<file path="config.mk">
export PLATFORM = sky130hd
export DESIGN_NAME = ucie_ctl_sb_msg_scheduler_flat
export DESIGN_NICKNAME = d
export VERILOG_FILES = /design/src/rtl/ucie_ctl_sb_msg_scheduler_pkg.sv /design/src/rtl/ucie_ctl_sb_msg_scheduler_if.sv /design/src/rtl/ucie_ctl_sb_prio_enc.sv /design/src/rtl/ucie_ctl_sb_msg_scheduler.sv /design/src/flat_wrapper.sv
export SDC_FILE = /design/constraint.sdc
export NUM_CORES = 1
export LEC_CHECK = 0
export ABC_AREA = 1
export CAP_MARGIN = 20
export CORE_ASPECT_RATIO = 1.25
export CORE_MARGIN = 5
export CORE_UTILIZATION = 53
export DETAILED_ROUTE_END_ITERATION = 8
export GPL_ROUTABILITY_DRIVEN = 0
export PLACE_DENSITY_LB_ADDON = 0.15
export SKIP_LAST_GASP = 1
export SYNTH_ARGS = -nofsm -noshare
export SYNTH_HDL_FRONTEND = slang
export SYNTH_SLANG_ARGS = --single-unit
</file>
<file path="constraint.sdc">
create_clock -name i_clk -period 2.4 [get_ports i_clk]
set_clock_uncertainty 0.2 [all_clocks]
set_input_delay 0.24 -clock i_clk [delete_from_list [all_inputs] [get_ports i_clk]]
set_output_delay 0.24 -clock i_clk [all_outputs]
set_load 0.005 [all_outputs]
</file>
<file path="src/rtl/ucie_ctl_sb_msg_scheduler_pkg.sv">
// Shared definitions for the sideband message scheduler.
// - Decode codes sent to the decoded-message analyser. These values must
//   match the codes the analyser expects.
// - Message index constants. This is the bit position in the request and
//   pending vectors, and it is also the arbitration priority: a higher
//   index wins.
// - Scheduler FSM state encoding.
// - msg_decode(): maps a message index to its decode code.
package ucie_ctl_sb_msg_scheduler_pkg;

  localparam int NUM_MSG = 8;
  localparam int MSG_W   = 3;

  localparam logic [MSG_W-1:0] MSG_IDX_ADV_CAP      = 3'd0;
  localparam logic [MSG_W-1:0] MSG_IDX_REQ_ACTIVE   = 3'd1;
  localparam logic [MSG_W-1:0] MSG_IDX_REQ_LINK_RST = 3'd2;
  localparam logic [MSG_W-1:0] MSG_IDX_RSP_ACTIVE   = 3'd3;
  localparam logic [MSG_W-1:0] MSG_IDX_RSP_LINK_RST = 3'd4;
  localparam logic [MSG_W-1:0] MSG_IDX_ERR_CORR     = 3'd5;
  localparam logic [MSG_W-1:0] MSG_IDX_ERR_NONFATAL = 3'd6;
  localparam logic [MSG_W-1:0] MSG_IDX_ERR_FATAL    = 3'd7;

  localparam logic [4:0] SB_DEC_ADV_CAP      = 5'b00000;
  localparam logic [4:0] SB_DEC_REQ_ACTIVE   = 5'b10101;
  localparam logic [4:0] SB_DEC_REQ_LINK_RST = 5'b10111;
  localparam logic [4:0] SB_DEC_RSP_ACTIVE   = 5'b11001;
  localparam logic [4:0] SB_DEC_RSP_LINK_RST = 5'b11011;
  localparam logic [4:0] SB_DEC_ERR_CORR     = 5'b11100;
  localparam logic [4:0] SB_DEC_ERR_NONFATAL = 5'b11101;
  localparam logic [4:0] SB_DEC_ERR_FATAL    = 5'b11110;

  typedef enum logic [1:0] {
    ST_IDLE   = 2'd0,
    ST_ENABLE = 2'd1,
    ST_SETTLE = 2'd2,
    ST_TX     = 2'd3
  } sched_state_e;

  function automatic logic [4:0] msg_decode(input logic [MSG_W-1:0] idx);
    logic [4:0] dec;
    case (idx)
      MSG_IDX_ADV_CAP:      dec = SB_DEC_ADV_CAP;
      MSG_IDX_REQ_ACTIVE:   dec = SB_DEC_REQ_ACTIVE;
      MSG_IDX_REQ_LINK_RST: dec = SB_DEC_REQ_LINK_RST;
      MSG_IDX_RSP_ACTIVE:   dec = SB_DEC_RSP_ACTIVE;
      MSG_IDX_RSP_LINK_RST: dec = SB_DEC_RSP_LINK_RST;
      MSG_IDX_ERR_CORR:     dec = SB_DEC_ERR_CORR;
      MSG_IDX_ERR_NONFATAL: dec = SB_DEC_ERR_NONFATAL;
      default:              dec = SB_DEC_ERR_FATAL;
    endcase
    return dec;
  endfunction

endpackage

</file>
<file path="src/rtl/ucie_ctl_sb_msg_scheduler_if.sv">
// Request/analyser/transmitter signal bundle for the sideband message
// scheduler.
// - master: the scheduler's view of the bundle.
// - slave:  the surrounding logic's view (request sources, the analyser
//           and the SB transmitter).
//
// Signals:
//   i_req        per-message request pulses, one bit per message index
//   i_tx_ack     SB transmitter has accepted the message
//   o_sb_decode  decode code sent to the analyser
//   o_enable     one-cycle capture strobe for the analyser
//   o_tx_start   send request to the transmitter, held until ack
//   o_busy       scheduler is not idle
//   o_pending    current pending-request vector
//   o_grant_id   index of the message in flight
//   o_timeout    one-cycle pulse when a message is dropped for lack of ack
interface ucie_ctl_sb_msg_scheduler_if;
  logic [7:0] i_req;
  logic       i_tx_ack;
  logic [4:0] o_sb_decode;
  logic       o_enable;
  logic       o_tx_start;
  logic       o_busy;
  logic [7:0] o_pending;
  logic [2:0] o_grant_id;
  logic       o_timeout;

  modport master (
    input  i_req, i_tx_ack,
    output o_sb_decode, o_enable, o_tx_start, o_busy, o_pending,
           o_grant_id, o_timeout
  );

  modport slave (
    output i_req, i_tx_ack,
    input  o_sb_decode, o_enable, o_tx_start, o_busy, o_pending,
           o_grant_id, o_timeout
  );
endinterface

</file>
<file path="src/rtl/ucie_ctl_sb_prio_enc.sv">
// Priority encoder that gives precedence to the highest index.
// Ports:
//   i_vec    request vector
//   o_idx    index of the highest set bit (0 when none is set)
//   o_valid  high when at least one bit of i_vec is set
module ucie_ctl_sb_prio_enc #(
  parameter int N = 8,
  parameter int W = 3
) (
  input  logic [N-1:0] i_vec,
  output logic [W-1:0] o_idx,
  output logic         o_valid
);

  // The scan runs from low to high index, so a later (higher) hit
  // overrides an earlier one.
  always_comb begin
    o_idx   = '0;
    o_valid = 1'b0;
    for (int i = 0; i < N; i++) begin
      if (i_vec[i]) begin
        o_idx   = W'(i);
        o_valid = 1'b1;
      end
    end
  end

endmodule

</file>
<file path="src/rtl/ucie_ctl_sb_msg_scheduler.sv">
// Sideband message scheduler. Operation:
// - Latches message requests as pending.
// - Grants the highest pending index.
// - Strobes the decode code into the analyser and allows one settle cycle.
// - Hands the message to the SB transmitter with a start/ack handshake.
// Only one message is in flight at a time. If no ack arrives within
// ACK_TIMEOUT cycles, the message is dropped and o_timeout pulses.
//
// Parameters:
//   ACK_TIMEOUT  TX cycles to wait for ack before dropping the message
//   TMO_CNT_W    timeout counter width (2**TMO_CNT_W > ACK_TIMEOUT)
// Ports:
//   i_clk, i_rst  clock; synchronous active-high reset
//   sb            request/analyser/transmitter bundle (master side)
module ucie_ctl_sb_msg_scheduler
  import ucie_ctl_sb_msg_scheduler_pkg::*;
#(
  parameter int ACK_TIMEOUT = 255,
  parameter int TMO_CNT_W   = 8
) (
  input  logic                          i_clk,
  input  logic                          i_rst,
  ucie_ctl_sb_msg_scheduler_if.master   sb
);

  sched_state_e         state_q, state_d;
  logic [NUM_MSG-1:0]   pending_q, pending_d;
  logic [NUM_MSG-1:0]   clr_mask;
  logic [MSG_W-1:0]     grant_q, grant_d;
  logic [4:0]           dec_q, dec_d;
  logic [TMO_CNT_W-1:0] cnt_q, cnt_d;
  logic                 tmo_q, tmo_d;

  logic [MSG_W-1:0]     enc_idx;
  logic                 enc_valid;

  // Arbitration looks at the registered pending vector only. A request
  // arriving in the same cycle becomes visible one cycle later.
  ucie_ctl_sb_prio_enc #(
    .N (NUM_MSG),
    .W (MSG_W)
  ) u_prio_enc (
    .i_vec   (pending_q),
    .o_idx   (enc_idx),
    .o_valid (enc_valid)
  );

  always_comb begin
    state_d  = state_q;
    grant_d  = grant_q;
    dec_d    = dec_q;
    cnt_d    = cnt_q;
    tmo_d    = 1'b0;
    clr_mask = '0;
    case (state_q)
      ST_IDLE: begin
        if (enc_valid) begin
          grant_d  = enc_idx;
          dec_d    = msg_decode(enc_idx);
          clr_mask = NUM_MSG'(1) << enc_idx;
          state_d  = ST_ENABLE;
        end
      end
      ST_ENABLE: state_d = ST_SETTLE;
      ST_SETTLE: begin
        cnt_d   = '0;
        state_d = ST_TX;
      end
      ST_TX: begin
        if (sb.i_tx_ack) begin
          state_d = ST_IDLE;
        end else if (cnt_q == TMO_CNT_W'(ACK_TIMEOUT - 1)) begin
          // The message is dropped, not re-queued.
          tmo_d   = 1'b1;
          state_d = ST_IDLE;
        end else begin
          cnt_d = cnt_q + 1'b1;
        end
      end
      default: state_d = ST_IDLE;
    endcase
    // A request that arrives in the grant cycle overrides the clear, so that
    // message is sent again later. A repeated request for a bit that is
    // already pending merges into a single send.
    pending_d = (pending_q & ~clr_mask) | sb.i_req;
  end

  always_ff @(posedge i_clk) begin
    if (i_rst) begin
      state_q   <= ST_IDLE;
      pending_q <= '0;
      grant_q   <= '0;
      dec_q     <= '0;
      cnt_q     <= '0;
      tmo_q     <= 1'b0;
    end else begin
      state_q   <= state_d;
      pending_q <= pending_d;
      grant_q   <= grant_d;
      dec_q     <= dec_d;
      cnt_q     <= cnt_d;
      tmo_q     <= tmo_d;
    end
  end

  assign sb.o_sb_decode = dec_q;
  assign sb.o_grant_id  = grant_q;
  assign sb.o_pending   = pending_q;
  assign sb.o_enable    = (state_q == ST_ENABLE);
  assign sb.o_tx_start  = (state_q == ST_TX);
  assign sb.o_busy      = (state_q != ST_IDLE);
  assign sb.o_timeout   = tmo_q;

endmodule

</file>
<file path="src/flat_wrapper.sv">
// flat-port wrapper written by rule: the top's interface ports become plain ports
module ucie_ctl_sb_msg_scheduler_flat import ucie_ctl_sb_msg_scheduler_pkg::*;
#(
  parameter int ACK_TIMEOUT = 255,
  parameter int TMO_CNT_W   = 8
)
  (i_clk, i_rst, sb_i_req, sb_i_tx_ack, sb_o_sb_decode, sb_o_enable, sb_o_tx_start, sb_o_busy, sb_o_pending, sb_o_grant_id, sb_o_timeout);
  ucie_ctl_sb_msg_scheduler_if sb_i ();
  input  logic i_clk;
  input  logic i_rst;
  input wire logic [$bits(sb_i.i_req)-1:0] sb_i_req;
  input wire logic [$bits(sb_i.i_tx_ack)-1:0] sb_i_tx_ack;
  output wire logic [$bits(sb_i.o_sb_decode)-1:0] sb_o_sb_decode;
  output wire logic [$bits(sb_i.o_enable)-1:0] sb_o_enable;
  output wire logic [$bits(sb_i.o_tx_start)-1:0] sb_o_tx_start;
  output wire logic [$bits(sb_i.o_busy)-1:0] sb_o_busy;
  output wire logic [$bits(sb_i.o_pending)-1:0] sb_o_pending;
  output wire logic [$bits(sb_i.o_grant_id)-1:0] sb_o_grant_id;
  output wire logic [$bits(sb_i.o_timeout)-1:0] sb_o_timeout;
  assign sb_i.i_req = sb_i_req;
  assign sb_i.i_tx_ack = sb_i_tx_ack;
  assign sb_o_sb_decode = sb_i.o_sb_decode;
  assign sb_o_enable = sb_i.o_enable;
  assign sb_o_tx_start = sb_i.o_tx_start;
  assign sb_o_busy = sb_i.o_busy;
  assign sb_o_pending = sb_i.o_pending;
  assign sb_o_grant_id = sb_i.o_grant_id;
  assign sb_o_timeout = sb_i.o_timeout;
  ucie_ctl_sb_msg_scheduler #(.ACK_TIMEOUT(ACK_TIMEOUT), .TMO_CNT_W(TMO_CNT_W)) u_core (.i_clk(i_clk), .i_rst(i_rst), .sb(sb_i));
endmodule
</file>
==> metrics.sh, run 1 <==
SYNTH.TOP_CELL.AREA_SHARE_PCT=39.0
SLEW_VIOLATIONS=0
FINAL.SETUP.TNS_NS=0
DETAILEDPLACE.WORSTSLACK_NS=0.583
GRT_ANTENNA_BEFORE_REPAIR=0
PLACEMENT_ROWS=20
DPL.CELL_COUNT=263
ROUTE.DETAILED.DRC=0
FINALWORSTSETUPSLACK_NS=0.214
GRT_PASS1_WL_MM=5.51
WORST_PATH_LARGEST_CELL_DELAY_NS=0.53
WORST_PATH_MAX_DELAY_CELL='clkdlybuf4s50_1'
FINAL_COMMON_CELL='nand2_1'
YS_TYPES=25
DIE_AREA_SQ_UM=3750
CTS_RESIZED=0
TOTAL_VIAS_IN_THE_FINAL_ROUTE=1369
CP_CELL_INSTANCES='inv_1 -> ha_1 -> inv_1 -> clkdlybuf4s50_1'
MOSTFREQUENTLAYOUTCELLS='nand2_1, nor2_1, clkdlybuf4s50_1'
FP.DIEW_MICRONS=55.8
NUMBER_OF_I_O_PINS=31
PLACE.DETAILED.HPWL_MM=2.51
SYNTHESIS.NETS=219
NUMBER_OF_H_TREE_BRANCHING_LEVELS=1
POWER.TOTAL_mW=1.36
CRIT_TOP_CELL='inv_1'
SYNTH_TOP_CELLS_BY_AREA='dfxtp_1, nand2_1, nor2_1'
LAYOUT.CORE_UTILIZATION_PCT=70.8
GRT_MAX_DEGREE=18
VIAS_IN_THE_FIRST_GLOBAL_ROUTE=1360
DRIVE_ABOVE_1_SHARE_PCT=9.40
PEAKVDDDROP_mV=0.534
DESIGN.CORE.AREA_SQ_UM=2480
DRT_PASS1_ITERATIONS=4
CLK-INSERTION-DELAY-LATE_NS=0.32
SYN_TO_FINAL_GROWTH_PCT=26.4
POWERDENSITY_nW_PER_UM2=777
SETUP_VIOLATIONS=0
MAX-SLEW-MARGIN-REL_PCT=79.4
WORSTPATHMAXFANOUT=5
WL_PER_CELL_MICRONS=12.1
CTS-ROOT-BUF='clkbuf_4'
CTS_INSERTED_BUFFERS=3
SYNTH_TOP_AREA_CELL='dfxtp_1'
WORST_HOLD_SLACK_ACROSS_ALL_ENDPOINTS_NS=0.254
POSTLAYOUTCELLAREA_SQ_UM=1750
OUTCOME='completed'
YS_WARN_COUNT=0
WORST-SLEW-PIN-TRANSITION_NS=0.308
CTS.REPAIR_TIMING.SETUP_BUFFER_COUNT=0
CTS_HOLD_REPAIR.BUFFERS=0
POST_DP_CELL_AREA_SQ_UM=1730
WORST-ENDPOINT-ARRIVAL_NS=1.75
DRT-INITIAL-DRC-COUNT=19
DIODES=0
FMAXACHIEVABLE_MHz=457
MAX-CAP-VIOLATIONS=0
HOLD_PATH.CLASS='in -> reg'
SYNTH_SEQUENTIAL_AREA_RATIO_PCT=39.0
OVERFLOW=0
FP.DIEH_MICRONS=67.2
GRT_SETUP_UNREPAIRED='false'
LEAKAGEPOWER_nW=0.789
END_KIND='primary output'
FINISH.NET_COUNT=252
TIMING.SETUP.CRITICAL_PATH_CLASS='reg -> out'
IO_BUFFER_COUNT=30
CTS_TREE='yes'
POST_SYN_AREA_PER_CELL_SQ_UM=6.87
GLOBAL_ROUTE.USAGE.TOTAL_PCT=18.3
CTSLONGESTPATHBUFFERS=2
POST_SYNTH_INST_COUNT=202
TIMING.CRITICAL_PATH.REQUIRED_NS=1.96
MIN_PERIOD_OVER_PERIOD_PCT=91.1
MIN_PERIOD_NS=2.19
FINAL_CELL_COUNT_NO_FILL=267
ROUTED_VIA_DENSITY=5.13
ROUTE.ANTENNA.REMAINING_NETS=0
FLOORPLAN.INITIALDENSITY_PCT=56.0
TIMING.CRITICAL_PATH.FROM_TYPE='flip-flop'
SYN_AREA_SQ_UM=1390
CLOCK_SINKS=27
CLKSLEWWORSTSETUPHOLDPATHS_NS=0.14
DETAIL_ROUTE.WIRELENGTH_MM=3.23
HOLD_VIOLATIONS=0
POSTSYNTHREGISTERBITS=27
## sequential cells by signal (all words and copies together) (netlist names)
register	flops
u_core.sb.o_sb_decode	5
u_core.sb.o_pending	8
u_core.sb.o_grant_id	3
u_core.state_q	2
u_core.sb.o_timeout	1
u_core.cnt_q	8
## power breakdown
| part | switching [mW] | internal (mW) | total (mW) |
|---|---|---|---|
| clock | 0.129 | 0.0649 | 0.194 |
| sequential | 0.0554 | 0.529 | 0.584 |
| combinational | 0.306 | 0.278 | 0.585 |
## per-layer routing
metal / wire length (microns) / vias to the layer above / part of all wire, % / GRT usage, %
met4: 37 / 0 / 1.1 / 5.78
met5: 0 / - / 0 / 0
met3: 166 / 6 / 5.1 / 3.82
met1: 1300 / 627 / 40 / 17.8
met2: 1720 / 32 / 53 / 38.0
li1: - / 704 / - / -
## worst max-delay path: cells and delay by family, from the launching register on
kind                       cells  cell delay (ns)
buffers and inverters          3             0.77
adders and majority gates      1             0.26
DFF                            1             0.40
## logic make-up after synthesis
family                     Yosys count  synth area share [%]
AOI/OAI and AO/OA                   29                  12.0
xor gates and xnor gates             2                  1.26
adders and majority gates            6                  5.41
buffers and inverters               33                  9.02
DFF                                 27                  39.0
and+or+nand+nor                    105                  33.4
## worst paths after layout
kind,slack [ns],endpoint,start,cells after the start
worst min-delay path,0.25,u_core.sb.o_pending[5],sb_i_req[5],3
worst max-delay path,0.21,sb_o_busy,u_core.state_q[0],4
worst max register to register,0.60,u_core.sb.o_sb_decode[2],u_core.state_q[0],8
worst min register to register,0.31,u_core.sb.o_sb_decode[4],u_core.sb.o_sb_decode[4],2
## synth_stat cells
cell / instances
a21oi_1: 19
a21oi_4: 1
buf_2: 1
clkbuf_1: 3
clkinv_1: 1
dfxtp_1: 27
ha_1: 6
inv_1: 21
inv_2: 7
nand2_1: 42
nand2_2: 3
nand3_1: 17
nand4_1: 4
nor2_1: 32
nor2_2: 1
nor2_4: 1
nor3_1: 2
nor3_4: 1
nor4_1: 1
o21ai_1: 7
o21ai_2: 1
o21bai_2: 1
or2_2: 1
xnor2_1: 1
xor2_1: 1
## final cells by class
class                   count  area, sq um
multi-input cells         142          722
well taps                  33         41.3
clock buffers               4         26.3
repair buffers             32          315
flip-flops and latches     27          541
inverters                  29          109
fillers                   210          723
No activity file was read; power rests on OpenSTA's default activity.
==> run 2, diff against run 1 <==
--- a/config.mk
+++ b/config.mk
@@ -13,6 +13,7 @@
 export DETAILED_ROUTE_END_ITERATION = 8
 export GPL_ROUTABILITY_DRIVEN = 0
 export PLACE_DENSITY_LB_ADDON = 0.15
+export SETUP_SLACK_MARGIN = 0.1
 export SKIP_LAST_GASP = 1
 export SYNTH_ARGS = -nofsm -noshare
 export SYNTH_HDL_FRONTEND = slang
==> constraint.sdc (replaced) <==
create_clock -name i_clk -period 2.7 [get_ports i_clk]
set_clock_uncertainty 0.2 [all_clocks]
set_input_delay 0.27 -clock i_clk [delete_from_list [all_inputs] [get_ports i_clk]]
set_output_delay 0.27 -clock i_clk [all_outputs]
set_load 0.005 [all_outputs]
==> metrics.sh, run 2 (synthesis results as in run 1) <==
OUTCOME='completed'
FILLCELLCOUNT=219  # +4.3%
PEAKVDDDROP_mV=0.481  # -9.9%
CLOCK_SINKS=27  # unchanged
HOLD_VIOLATIONS=0  # unchanged
GLOBAL_ROUTE.USAGE.TOTAL_PCT=18.5  # +0.22 points
NUMBER_OF_H_TREE_BRANCHING_LEVELS=1  # unchanged
DIE_AREA_SQ_UM=3750  # unchanged
DIODES=0  # unchanged
FINISH.NET_COUNT=252  # unchanged
FP.DIEW_MICRONS=55.8  # unchanged
CTS_RESIZED=0  # unchanged
WORST-SLEW-PIN-TRANSITION_NS=0.312  # +0.00357 ns
P_CLK_SHARE_PCT=14.3  # about the same
FINAL_COMMON_CELL='nand2_1'
MOSTFREQUENTLAYOUTCELLS='nand2_1, nor2_1, clkdlybuf4s50_1'
CTSLONGESTPATHBUFFERS=2  # unchanged
SHARE_SEQ_OF_TOTAL_POWER_PCT=42.8  # about the same
NETSWITCHINGPOWER_mW=0.441  # -10%
CTS_HOLD_REPAIR.BUFFERS=0  # unchanged
CLK-INSERTION-DELAY-LATE_NS=0.33  # about the same
ROUTE.ANTENNA.REMAINING_NETS=0  # unchanged
TOTAL_VIAS_IN_THE_FINAL_ROUTE=1345  # -1.8%
WORST_PATH_MAX_DELAY_CELL='clkdlybuf4s50_1'
TIMING.SETUP.CRITICAL_PATH_CLASS='reg -> out'
FINAL.SETUP.TNS_NS=0  # unchanged
GRT_ANTENNA_BEFORE_REPAIR=0  # unchanged
INTERNAL_POWER_mW=0.772  # -11%
GRT_SETUP_UNREPAIRED='false'
PLACE.DETAILED.HPWL_MM=2.60  # +3.5%
SETUP_VIOLATIONS=0  # unchanged
MAX-SLEW-MARGIN-REL_PCT=79.2  # -0.24 points
CLKSLEWWORSTSETUPHOLDPATHS_NS=0.14  # about the same
FLOORPLAN.INITIALDENSITY_PCT=56.0  # unchanged
WORST_PATH_LARGEST_CELL_DELAY_NS=0.53  # about the same
TIMING.CRITICAL_PATH.FROM_TYPE='flip-flop'
GRT_PASS1_WL_MM=5.46  # -0.89%
GRT_MAX_DEGREE=19  # +1
OVERFLOW=0  # unchanged
MIN_PERIOD_NS=2.20
POWER.SHARE.COMBINATIONAL_PCT=42.9  # about the same
NUMBER_OF_I_O_PINS=31  # unchanged
FP.DIEH_MICRONS=67.2  # unchanged
PLACEMENT_ROWS=20  # unchanged
ROUTED_VIA_DENSITY=5.04  # -1.8%
CTS_INSERTED_BUFFERS=3  # unchanged
CTS.REPAIR_TIMING.SETUP_BUFFER_COUNT=0  # unchanged
WORST-ENDPOINT-ARRIVAL_NS=1.73  # -0.02 ns
NET_SW_SHARE_PCT=36.3  # +0.34 points
CRIT_TOP_CELL='inv_1'
WL_PER_CELL_MICRONS=12.3  # +1.6%
WORSTPATHMAXFANOUT=5  # unchanged
DRIVE_ABOVE_1_SHARE_PCT=9.83  # +0.43 points
SLEW_VIOLATIONS=0  # unchanged
VIAS_IN_THE_FIRST_GLOBAL_ROUTE=1349  # -0.81%
CTS-ROOT-BUF='clkbuf_4'
FMAXACHIEVABLE_MHz=454
CP_CELL_INSTANCES='inv_1 -> ha_1 -> inv_1 -> clkdlybuf4s50_1'
MAX-CAP-VIOLATIONS=0  # unchanged
WORST_HOLD_SLACK_ACROSS_ALL_ENDPOINTS_NS=0.268  # +0.0141 ns
ROUTE.DETAILED.DRC=0  # unchanged
IO_BUFFER_COUNT=30  # unchanged
CTS_TREE='yes'
END_KIND='primary output'
DRT-INITIAL-DRC-COUNT=49  # +30
DESIGN.CORE.AREA_SQ_UM=2480  # unchanged
LEAKAGEPOWER_nW=0.792  # +0.35%
SYN_TO_FINAL_GROWTH_PCT=26.5  # about the same
DETAIL_ROUTE.WIRELENGTH_MM=3.28  # +1.6%
HOLD_PATH.CLASS='in -> reg'
DRT_PASS1_ITERATIONS=4  # unchanged
POWERDENSITY_nW_PER_UM2=691  # -11%
MIN_PERIOD_OVER_PERIOD_PCT=81.6
TIMING.CRITICAL_PATH.REQUIRED_NS=2.23  # +0.27 ns
-- run 2: area by class of cell --
type                    count  area (sq um)  share of cell area, %
clock buffers               3          22.5                   1.28
clock inverters             1          5.00                  0.285
inverters                  29           109                   6.20
multi-input cells         142           722                   41.1
flip-flops and latches     27           541                   30.8
well taps                  33          41.3                   2.35
repair buffers             32           315                   18.0
-- run 2: final timing paths --
path,start,end,slack [ns],cells after the start
worst min-delay path,sb_i_req[3],u_core.sb.o_pending[3],0.27,3
worst min register to register,u_core.sb.o_pending[0],u_core.sb.o_pending[0],0.30,2
worst max register to register,u_core.state_q[0],u_core.sb.o_sb_decode[1],0.93,10
worst max-delay path,u_core.state_q[0],sb_o_busy,0.50,4
-- run 2: per-layer routing --
| layer | track usage [%] | wire [microns] | vias up |
|---|---|---|---|
| met2 | 37.7 | 1750 | 33 |
| met5 | 0 | 0 | - |
| met4 | 7.90 | 60 | 0 |
| met3 | 4.02 | 142 | 7 |
| li1 | - | - | 700 |
| met1 | 17.7 | 1340 | 605 |
-- run 2: critical path, delay by kind of cell (launching register included) --
kind                       cells  cell delay [ns]
buffers and inverters          3             0.77
DFF                            1             0.39
adders and majority gates      1             0.26
-- run 2: metrics by stage --
stage / worst slack [ns] / area (sq um) / cells / power, mW / util (%)
after detailed placement: 0.861 / 1730 / 263 / 1.05 / 69.7
final: 0.496 / 1760 / 267 / 1.21 / 70.9
after floorplan: 1.11 / 1390 / 202 / 0.801 / -
after CTS: 0.478 / 1760 / 267 / 1.22 / 70.9
after global routing: 0.402 / 1760 / 267 / 1.30 / 70.9
after global placement: 0.918 / 1730 / 263 / 1.03 / 69.7
-- run 2: power groups by stage --
| stage | clock [mW] | combinational [mW] | sequential [mW] |
|---|---|---|---|
| 6_report | 0.174 | 0.520 | 0.519 |
| 5_1_grt | 0.194 | 0.573 | 0.531 |
| 4_1_cts | 0.177 | 0.521 | 0.520 |
| 3_5_place_dp | 0 | 0.519 | 0.526 |
| 3_3_place_gp | 0 | 0.505 | 0.523 |
| 2_1_floorplan | 0 | 0.275 | 0.526 |
